### src/rtl/neopixel_pkg.sv
// Shared types and constants for the NeoPixel colour path.
// GRB word layout, message-type encodings and feeder FSM states.
package neopixel_pkg;

   localparam int PIXEL_W = 24;
   localparam int G_LSB   = 16;
   localparam int R_LSB   = 8;
   localparam int B_LSB   = 0;

   localparam logic MSG_DATA  = 1'b1;
   localparam logic MSG_LATCH = 1'b0;

   typedef enum logic [1:0] {
      IDLE  = 2'd0,
      DATA  = 2'd1,
      LATCH = 2'd2
   } state_t;

endpackage

### src/rtl/neopixel_scale.sv
// Combinational brightness scaler for one GRB pixel.
// Each channel becomes (ch * (scale + 1)) >> 8.
module neopixel_scale
   import neopixel_pkg::*;
(
   input  logic [PIXEL_W-1:0] color,
   input  logic [7:0]         scale,
   output logic [PIXEL_W-1:0] scaled
);

   logic [8:0] mult;

   assign mult = {1'b0, scale} + 9'd1;

   // 8x9 multiply per channel, keeping the upper byte of the product
   for (genvar c = 0; c < 3; c++) begin : g_ch
      assign scaled[c*8 +: 8] =
         8'(({8'd0, color[c*8 +: 8]} * {7'd0, mult}) >> 8);
   end

endmodule

### src/rtl/neopixel_frame_feeder.sv
// Frame buffer and word sequencer ahead of the NeoPixel transmitter.
// Streams scaled pixels then latch words, one per rd_next request.
module neopixel_frame_feeder
   import neopixel_pkg::*;
#(
   parameter int NUM_PIXELS  = 18,
   parameter int ADDR_W      = 5,
   parameter int LATCH_WORDS = 2
) (
   input  logic               clk,
   input  logic               rst,
   input  logic               wr_en,
   input  logic [ADDR_W-1:0]  wr_addr,
   input  logic [PIXEL_W-1:0] wr_data,
   input  logic [7:0]         brightness,
   input  logic               frame_go,
   input  logic               auto_repeat,
   input  logic               rd_next,
   output logic [PIXEL_W-1:0] neo_dIn,
   output logic               rgb_msgTyp,
   output logic               empty_flg,
   output logic               busy,
   output logic               frame_done
);

   localparam logic [ADDR_W-1:0] LAST = ADDR_W'(NUM_PIXELS - 1);
   localparam logic [ADDR_W:0]   NPIX = (ADDR_W + 1)'(NUM_PIXELS);
   localparam logic [3:0]        LINIT = 4'(LATCH_WORDS - 1);

   state_t               state_q, state_d;
   logic [ADDR_W-1:0]    idx_q, idx_d;
   logic [ADDR_W-1:0]    fetch_addr;
   logic [3:0]           lcnt_q, lcnt_d;
   logic [7:0]           scale_q, scale_d;
   logic [7:0]           scale_sel;
   logic                 pend_q, pend_d;
   logic                 done_q, done_d;
   logic                 msg_q, msg_d;
   logic [PIXEL_W-1:0]   word_q, word_d;
   logic [PIXEL_W-1:0]   rd_pix, scaled;
   logic [PIXEL_W-1:0]   mem [NUM_PIXELS];
   logic                 last_word, start;

   // A frame starts from IDLE, or back-to-back when the last latch
   // word goes and a repeat is wanted (auto, queued, or right now).
   assign last_word = (state_q == LATCH) && rd_next
                      && (lcnt_q == 4'd0);
   assign start = ((state_q == IDLE) && frame_go)
                  || (last_word
                      && (auto_repeat || pend_q || frame_go));

   // Starting a frame fetches pixel 0 with the live brightness,
   // since scale_q is only captured on that same edge.
   assign fetch_addr = start ? '0 : idx_q + 1'b1;
   assign scale_sel  = start ? brightness : scale_q;
   assign rd_pix     = ({1'b0, fetch_addr} < NPIX)
                       ? mem[fetch_addr] : '0;

   neopixel_scale u_scale (
      .color  (rd_pix),
      .scale  (scale_sel),
      .scaled (scaled)
   );

   // Pixel memory: writes always allowed, out-of-range ignored
   always_ff @(posedge clk or negedge rst) begin
      if (!rst) begin
         for (int i = 0; i < NUM_PIXELS; i++) mem[i] <= '0;
      end else if (wr_en && ({1'b0, wr_addr} < NPIX)) begin
         mem[wr_addr] <= wr_data;
      end
   end

   // Next-state and next-word logic
   always_comb begin
      state_d = state_q;
      idx_d   = idx_q;
      lcnt_d  = lcnt_q;
      scale_d = scale_q;
      word_d  = word_q;
      msg_d   = msg_q;
      done_d  = 1'b0;
      pend_d  = pend_q | (frame_go && (state_q != IDLE));
      unique case (state_q)
         IDLE: begin
            word_d = '0;
            msg_d  = MSG_LATCH;
         end
         DATA: begin
            if (rd_next) begin
               if (idx_q == LAST) begin
                  state_d = LATCH;
                  lcnt_d  = LINIT;
                  word_d  = '0;
                  msg_d   = MSG_LATCH;
               end else begin
                  idx_d  = idx_q + 1'b1;
                  word_d = scaled;
                  msg_d  = MSG_DATA;
               end
            end
         end
         LATCH: begin
            if (rd_next) begin
               if (lcnt_q != 4'd0) begin
                  lcnt_d = lcnt_q - 4'd1;
               end else begin
                  done_d  = 1'b1;
                  state_d = IDLE;
               end
            end
         end
         default: state_d = IDLE;
      endcase
      if (start) begin
         state_d = DATA;
         idx_d   = '0;
         scale_d = brightness;
         word_d  = scaled;
         msg_d   = MSG_DATA;
         pend_d  = 1'b0;
      end
   end

   // State and output registers
   always_ff @(posedge clk or negedge rst) begin
      if (!rst) begin
         state_q <= IDLE;
         idx_q   <= '0;
         lcnt_q  <= '0;
         scale_q <= '0;
         pend_q  <= 1'b0;
         done_q  <= 1'b0;
         msg_q   <= MSG_LATCH;
         word_q  <= '0;
      end else begin
         state_q <= state_d;
         idx_q   <= idx_d;
         lcnt_q  <= lcnt_d;
         scale_q <= scale_d;
         pend_q  <= pend_d;
         done_q  <= done_d;
         msg_q   <= msg_d;
         word_q  <= word_d;
      end
   end

   assign neo_dIn    = word_q;
   assign rgb_msgTyp = msg_q;
   assign empty_flg  = (state_q == IDLE);
   assign busy       = (state_q != IDLE);
   assign frame_done = done_q;

endmodule

### config.mk
export PLATFORM = sky130hd
export DESIGN_NAME = neopixel_frame_feeder
export DESIGN_NICKNAME = d
export VERILOG_FILES = /design/src/rtl/neopixel_pkg.sv /design/src/rtl/neopixel_scale.sv /design/src/rtl/neopixel_frame_feeder.sv
export SDC_FILE = /design/constraint.sdc
export NUM_CORES = 1
export LEC_CHECK = 0
export CAP_MARGIN = 15
export CORE_MARGIN = 4
export CORE_UTILIZATION = 25
export CTS_BUF_LIST = sky130_fd_sc_hd__clkbuf_16
export CTS_CLUSTER_SIZE = 20
export DETAILED_ROUTE_END_ITERATION = 10
export MAX_ROUTING_LAYER = met4
export PLACE_DENSITY = 0.5
export SYNTH_ARGS = -nofsm -noshare
export SYNTH_HDL_FRONTEND = slang
export SYNTH_HIERARCHICAL = 1
export SYNTH_SLANG_ARGS = --single-unit
### constraint.sdc
create_clock -name clk -period 9.1 [get_ports clk]
set_clock_uncertainty 0.05 [all_clocks]
set_input_delay 1.365 -clock clk [delete_from_list [all_inputs] [get_ports clk]]
set_output_delay 1.365 -clock clk [all_outputs]
set_load 0.01 [all_outputs]
==> results of run 1 <==
## metal layers
metal,vias up,track usage
met5,-,-
met4,0,0.0290
met3,93,0.0194
met2,309,0.236
met1,10300,0.192
li1,8749,-
## critical path, cell delays in order
cell and delay, ns:
clkdlybuf4s50_1 0.52, or4b_1 0.42, o31ai_4 0.12, buf_12 0.18
buf_4 0.23, nor3_2 0.85, a22oi_1 0.14, a32oi_1 0.29
a32o_1 0.45, nand2_1 0.12, fa_1 0.48, fa_1 0.56
inv_1 0.05, fa_1 0.48, inv_1 0.05, fa_1 0.47
inv_1 0.04, ha_1 0.30, o21a_1 0.13, o2111ai_1 0.23
o21ai_1 0.17, a2111oi_0 0.53, a311oi_1 0.10, a22o_1 0.22
## area by class of cell
| cell class | instances | area share |
|---|---|---|
| Inverter | 165 | 0.0186 |
| Antenna cell | 5 | 0.000377 |
| Clock inverter | 47 | 0.0137 |
| Tap cell | 1500 | 0.0565 |
| Clock buffer | 58 | 0.0437 |
| Multi-Input combinational cell | 1671 | 0.467 |
| Timing Repair Buffer | 146 | 0.0403 |
| Sequential cell | 478 | 0.360 |
## worst min-delay path by stage
stage	from	endpoint	slack, ns
CTS	mem[263]	mem[263]	0.45
global route	mem[134]	mem[134]	0.46
floorplan	mem[310]	mem[310]	0.42
detailed placement	mem[198]	mem[198]	0.44
global placement	mem[198]	mem[198]	0.43
finish	neo_dIn[9]	neo_dIn[9]	0.45
## cells by family (layout without fill, tap and decap cells)
group	count (synthesis)	in the layout	synth area share
AOI/OAI and AO/OA	320	320	0.0804
xor gates and xnor gates	40	40	0.0123
adders and majority gates	220	220	0.128
buffers and inverters	314	416	0.0419
DFF	478	478	0.419
muxes	522	522	0.217
other	0	5	0
and+or+nand+nor	569	569	0.102
## registers in the layout, indices dropped and copies added, names as in the netlist
signal,cells
pend_q,1
idx_q,5
frame_done,1
lcnt_q,4
state_q,2
mem,432
scale_q,8
neo_dIn,24
rgb_msgTyp,1
## layout by cell type, fill, tap and decap left out, drive strengths merged, types with 8 or more instances in the layout
cell	synthesis	routed
buf	23	77
dfrtp	478	478
clkdlybuf4s50	0	69
fa	120	120
a2111oi	8	8
xnor2	28	28
nand4	9	9
nand2b	12	12
nand2	207	207
nor2b	53	53
clkbuf	126	58
a21oi	54	54
mux2	469	469
a221o	11	11
o22ai	23	23
a32o	11	11
and2	133	133
mux2i	22	22
o21ai	72	72
clkinv	0	30
nor3	25	25
a22oi	9	9
ha	100	100
mux4	31	31
xor2	12	12
nand3	34	34
a211oi	12	12
nand4b	9	9
nor2	56	56
o211ai	13	13
inv	165	173
a22o	24	24
## per-stage QoR
stage          instance area [sq um]  setup WS (ns)   util  std cells
2_1_floorplan                  28600           1.29      -       2463
3_3_place_gp                   31300          0.629  0.277       3960
3_5_place_dp                   31300          0.530  0.277       3960
4_1_cts                        33200           1.18  0.294       4065
5_1_grt                        33200          0.743  0.294       4068
6_report                       33200           1.04  0.294       4070
==> run metrics, run 1 <==
Nets 2782; Vias/cell ~4.8; relative slew slack 0.259; Top Ports 71; Critical Path Fanout Max 24; Fin Setup TNS 0 ns; Max Cap Viol 0; highest routed metal layer met4; core area 113000 sq um; DR iter-0 viols ~1200; synth unique cells 80; DP HPWL around 56000 um; Hold-fix buffers, CTS 0; first-pass GRT wire length around 130000 um; post-synthesis net count 2726; Netlist Area Pre-Place between 20000 and 30000 sq um; die footprint 120000 sq um; Yosys top cell area share 0.419; grt total ovfl 0; syn_area_per_cell around 12 sq um; hold path depth 1; synth warn 6; ANT nets after route 0; Final setup violation count 0; outcome complete, no violations; CTS tree done; vias in the first global route 20300; Skew-Pair Late Insertion Delay 0.65 ns; Rows around 120; GPL Wtd Cong between 0.7 and 0.8; DR WL met2 40500 um; clk buf depth 3; met3 wire len 3370 um; post-cts resize count 0; Die H 346 um; total global-route track usage 0.144; Final period util 0.885; Starting Density 0.253; FF-to-FF path depth 21; Crit. End Element register; register cell area after layout 12000 sq um; ys flop type dfrtp_1; largest net degree at the start of global routing about 170; Detailed Route WL ~85000 um; total CTS buffers 57; top post-synthesis cells by area dfrtp_1 (42%), mux2_2 (18%), fa_1 (8.4%); fmax 0.124 GHz; Worst EP arrival 8.52 ns; clk sinks 478; Hold WS roughly 0.45 ns; post-CTS setup buffers 0; CP startpoint kind primary input; via count 19400; Synth area leader dfrtp_1; register area share after synthesis 0.419; DR pass1 iterations 5; most numerous cell in the Yosys netlist dfrtp_1; Post-synth top cells dfrtp_1 (478), mux2_2 (469), nand2_1 (207); area grow syn2layout 16.3%; Post-Syn Instances 2463; register clock-pin slew on the reported worst setup and hold paths 0.06 ns; Tmin final 8.06 ns; Final Slew Violations 0; detailed-route DRC error count 0; WL met1 39500 um; R2R Setup Slk 1.38 ns; Crit Path Category primary input to register; htree depth 2; layout cell share with drive strength beyond 1 0.271; WL per Instance 20.8 um; crit path to neo_dIn[6]; final hold vios 0; asr flop ratio synth 1.00; root buffer selected by CTS clkbuf_16; Reg2Reg Capture Point neo_dIn[6]; initial antenna violation count 3; EDFF count, synth 0; worst slew pin tran ~1.1 ns; Fillers 11700; crit path launch rd_next; flops & latches, synth about 480; unrepaired setup endpoints after global routing false; required time worst endpoint 9.56 ns; Multi-input gate area 15500 sq um; FF-to-FF Start idx_q[0]; Port Buffers 70; die width 346 um; Min-Delay Path Class register to register
Power of run 1 is left out: the tool's default activity adds up to more than one toggle a clock period on the data nets, which glitch-free logic cannot reach.
==> run 2: changes to the inputs <==
Settings changed: CTS_CLUSTER_DIAMETER from default to 150, GPL_TIMING_DRIVEN from default to 1, SYNTH_HIERARCHICAL 1 to default.
==> run metrics, run 2 <==
Post-synth top cells dfrtp_1 (478), mux2_2 (435), nand2_1 (280); Final Slew Violations 0; Hold WS about 0.44 ns; Final setup violation count 0; top post-synthesis cells by area dfrtp_1 (42%), mux2_2 (17%), fa_1 (8.4%); Tmin final 8.26 ns; required time worst endpoint around 9.6 ns; Post-Synth Simple-Gate Area 0.113; mux cell area share after synthesis 0.184; Critical Path Fanout Max 24; Crit. End Element register; most frequent cells in the layout dfrtp_1 (477), mux2_2 (435), nand2_1 (272); flops & latches, synth 478; most common cell after layout, fill and taps aside dfrtp_1; Fin Setup TNS 0 ns; Synth area leader dfrtp_1; CP startpoint kind primary input; Port Buffers 70; first-pass GRT wire length 135000 um; worst slew pin tran 1.16 ns; FF-to-FF Start lcnt_q[0]; R2R Setup Slk 1.35 ns; Top Ports 71; die width 346 um; Area after DPL 31400 sq um; ys flop type dfrtp_1; htree depth 1; clk buf depth 3; initial antenna violation count 5; register area share after synthesis 0.419; asr flop ratio synth 1.00; Worst EP arrival just under 9 ns; area grow syn2layout 12.8%; via count 20200; synth unique cells 94; hold path depth 2; Reg2Reg Capture Point neo_dIn[23]; total CTS buffers 28; Yosys top cell area share 0.419; Max Cap Viol 0; DP HPWL 56700 um; Starting Density 0.253; layout cell share with drive strength beyond 1 0.243; Detailed Route WL 88200 um; GPL Wtd Cong 0.821; ANT nets after route 0; XOR/XNOR Fraction of Synth Area 0.0129; unrepaired setup endpoints after global routing false; max incr delay on CP 0.69 ns; Fillers about 12000; Die H 346 um; clk sinks 478; slowest cell on the critical path a21oi_1; core area 113000 sq um; grt total ovfl 0; Synth Area in Compound Gates 0.0948; Hold-fix buffers, CTS 0; Skew-Pair Late Insertion Delay 0.63 ns; relative slew slack 0.222; register clock-pin slew on the reported worst setup and hold paths about 0.1 ns; fmax 0.121 GHz; die footprint between 100000 and 150000 sq um; Most flops, register mem; main combinational cell family by area after synthesis multiplexers; total global-route track usage 0.149; outcome complete, no violations; Vias/cell 4.85; syn_area_per_cell 11.0 sq um; Synth Area in Adders 0.128; Final period util 0.907; FF-to-FF path depth 26; Nets 2904; Min-Delay Path Class register to register; post-place setup slack ~0.33 ns; EDFF count, synth 0; final instance area 32200 sq um; WL per Instance roughly 21 um; setup ws final 0.844 ns; post-CTS setup buffers 0; final hold vios 0; root buffer selected by CTS clkbuf_16; post-synthesis net count 2863; most numerous cell in the Yosys netlist dfrtp_1; DR pass1 iterations 5; crit path launch frame_go; most used cell, CP fa_1; detailed-route DRC error count 0; Crit Path Category primary input to register; synth warn 0; Netlist Area Pre-Place 28600 sq um; Rows 123; max reg flops 432; crit path to neo_dIn[23]; post-cts resize count 0; largest net degree at the start of global routing 164; Post-Syn Instances 2600; vias in the first global route approximately 21000; CTS tree done; DR iter-0 viols 1293
run 2: cell count changes after synthesis, sizes merged, moves of 13 or more:
cell	change
mux4	-29
nand2	+73
a31oi	+64
mux2	-34
a22o	-22
buf	+31
nand2b	+13
a221oi	+37
clkbuf	-17
and2	-92
nor2	+75
nor2b	-18
and3	+14
nand3	+32
run 2: through the flow:
step | utilization | instances
final | 0.285 | 4153
after global routing | 0.285 | 4149
after CTS | 0.285 | 4145
after detailed placement | 0.278 | 4111
after global placement | 0.278 | 4111
after floorplan | - | 2600
run 2: layer usage:
layer	GRT usage	part of all wire	vias to the layer above
met4	0.0211	0.014	0
li1	-	-	9128
met5	-	0	-
met3	0.0213	0.045	75
met1	0.211	0.49	10600
met2	0.232	0.45	351
run 2: how the worst min path moves through the flow:
stage / startpoint / end / slack [ns]
2_1_floorplan: scale_q[1] / scale_q[1] / 0.40
3_3_place_gp: neo_dIn[18] / neo_dIn[18] / 0.42
3_5_place_dp: neo_dIn[15] / neo_dIn[15] / 0.42
4_1_cts: neo_dIn[15] / neo_dIn[15] / 0.44
5_1_grt: mem[352] / mem[352] / 0.47
6_report: neo_dIn[22] / neo_dIn[22] / 0.44
run 2: cell type report:
cell class              count  area, sq um  area share
flip-flops and latches    478        12000       0.371
well taps                1500         1880      0.0583
multi-input cells        1785        15300       0.476
clock inverters             6         65.1     0.00202
clock buffers              28          701      0.0218
repair buffers            174         1590      0.0493
diodes                      8         20.0    0.000622
inverters                 174          653      0.0203
run 2: cells by family after synthesis:
kind of cell	Yosys count
compound gates	375
xor+xnor	42
fa+ha+maj	220
buf+inv	337
flops	478
mux	469
simple gates	679
run 2: critical path: cells and delay by family:
family                   cells  cell delay (ns)
AND/OR/NAND/NOR              4             0.81
multiplexers                 1             0.26
AO/OA/AOI/OAI               11             2.82
buffers and inverters        6             1.33
adder cells (fa/ha/maj)      5             2.11
Power of run 2 is left out for the same reason.
==> run 3: changes to the inputs <==
Settings changed: CORE_MARGIN 4 to 3.
==> run metrics, run 3 (synthesized netlist as in run 2, its figures left out) <==
ANT nets after route 0; required time worst endpoint 9.60 ns; area grow syn2layout 12.7%; Crit. End Element register; register clock-pin slew on the reported worst setup and hold paths roughly 0.1 ns; Multi-input gate area 15300 sq um; Worst EP arrival 8.55 ns; Rows ~120; clk sinks 478; Stages on worst setup path 23; Skew-Pair Late Insertion Delay around 0.65 ns; relative slew slack 0.223; register cell area after layout between 10000 and 15000 sq um; CTS tree done; most used cell, CP fa_1; DR pass1 iterations 5; slowest cell on the critical path a21oi_1; worst slew pin tran 1.17 ns; clk buf depth 3; Most flops, register mem; final hold vios 0; DR iter-0 viols roughly 1400; Max Cap Viol 0; grt total ovfl 0; vias in the first global route a little over 20000; most frequent cells in the layout dfrtp_1 (477), mux2_2 (435), nand2_1 (273); total CTS buffers 28; max incr delay on CP 0.61 ns; Nets 2903; Critical Path Fanout Max 18; DP HPWL 56000 um; htree depth 1; Detailed Route WL 86900 um; FF-to-FF path depth 25; layout cell share with drive strength beyond 1 0.243; root buffer selected by CTS clkbuf_16; Top Ports 71; Fin Setup TNS 0 ns; worst path buffer plus inverter count 4; WL per Instance around 21 um; most common cell after layout, fill and taps aside dfrtp_1; crit path to neo_dIn[21]; Final setup violation count 0; die width 344 um; Starting Density 0.253; FF-to-FF Start idx_q[0]; Vias/cell around 4.8; crit path launch auto_repeat; Port Buffers 70; largest net degree at the start of global routing 176; first-pass GRT wire length 133000 um; GPL Wtd Cong between 0.8 and 0.9; post-CTS setup buffers 0; CP Cell Sequence clkdlybuf4s50_1 > nor3_2 > o31ai_4 > nor2_4 > buf_4 > nand3_1 > a31oi_1 > o21ai_0 > a21oi_1 > buf_4 > nor2_1 > fa_1 > fa_1 > fa_1 > fa_1 > ha_1 > or4_1 > a31o_2 > inv_1 > o31a_1 > o21ai_2 > or4b_1 > nand3_1; die footprint 118000 sq um; core area between 100000 and 150000 sq um; Final Slew Violations 0; Fillers 12000; Final period util 0.885; max reg flops ~430; final instance area 32200 sq um; via count about 20000; Crit Path Category primary input to register; Area after DPL 31400 sq um; fmax 0.124 GHz; unrepaired setup endpoints after global routing false; Min-Delay Path Class register to register; post-cts resize count 0; detailed-route DRC error count 0; Reg2Reg Capture Point neo_dIn[12]; Hold-fix buffers, CTS 0; total global-route track usage 0.150; R2R Setup Slk 1.50 ns; Die H 344 um; outcome complete, no violations; initial antenna violation count 6; critical path's top delay family simple AND/OR/NAND/NOR gates; CP startpoint kind primary input; Tmin final 8.05 ns
run 3: cell count changes in the layout (fill, tap and decap cells not counted), sizes merged:
cell	before	now
buf	105	104
diode	8	4
clkinvlp	1	0
inv	175	174
run 3: tightest hold or removal path, stage by stage, from the launching register on:
cell,delay [ns]
dfrtp_1,0.35
nand2_1,0.04
o21ai_0,0.06
run 3: worst min path at each step:
stage / end / cells past startpoint / start
global placement: neo_dIn[18] / 2 / neo_dIn[18]
detailed placement: neo_dIn[20] / 2 / neo_dIn[20]
floorplan: scale_q[1] / 2 / scale_q[1]
CTS: neo_dIn[20] / 2 / neo_dIn[20]
global route: mem[431] / 1 / mem[431]
finish: neo_dIn[18] / 2 / neo_dIn[18]
run 3: layer usage:
metal	vias up	wire length [um]	track usage
li1	9109	-	-
met1	10500	43100	0.218
met4	0	1450	0.0235
met3	74	4460	0.0247
met2	371	37900	0.223
met5	-	0	-
run 3: stage by stage:
stage	instances	utilization	worst slack [ns]	hold slack (ns)
floorplan	2600	-	1.34	0.400
CTS	4142	0.285	1.18	0.448
detailed placement	4110	0.278	0.522	0.425
finish	4146	0.285	1.05	0.436
global route	4145	0.285	0.773	0.466
global placement	4110	0.278	0.584	0.414
run 3: final cells by class:
class,instances,area share
well taps,1500,0.0583
clock buffers,28,0.0218
multi-input cells,1785,0.477
inverters,174,0.0203
flip-flops and latches,478,0.372
diodes,4,0.000311
repair buffers,173,0.0491
clock inverters,4,0.00190
Power of run 3 is left out for the same reason.
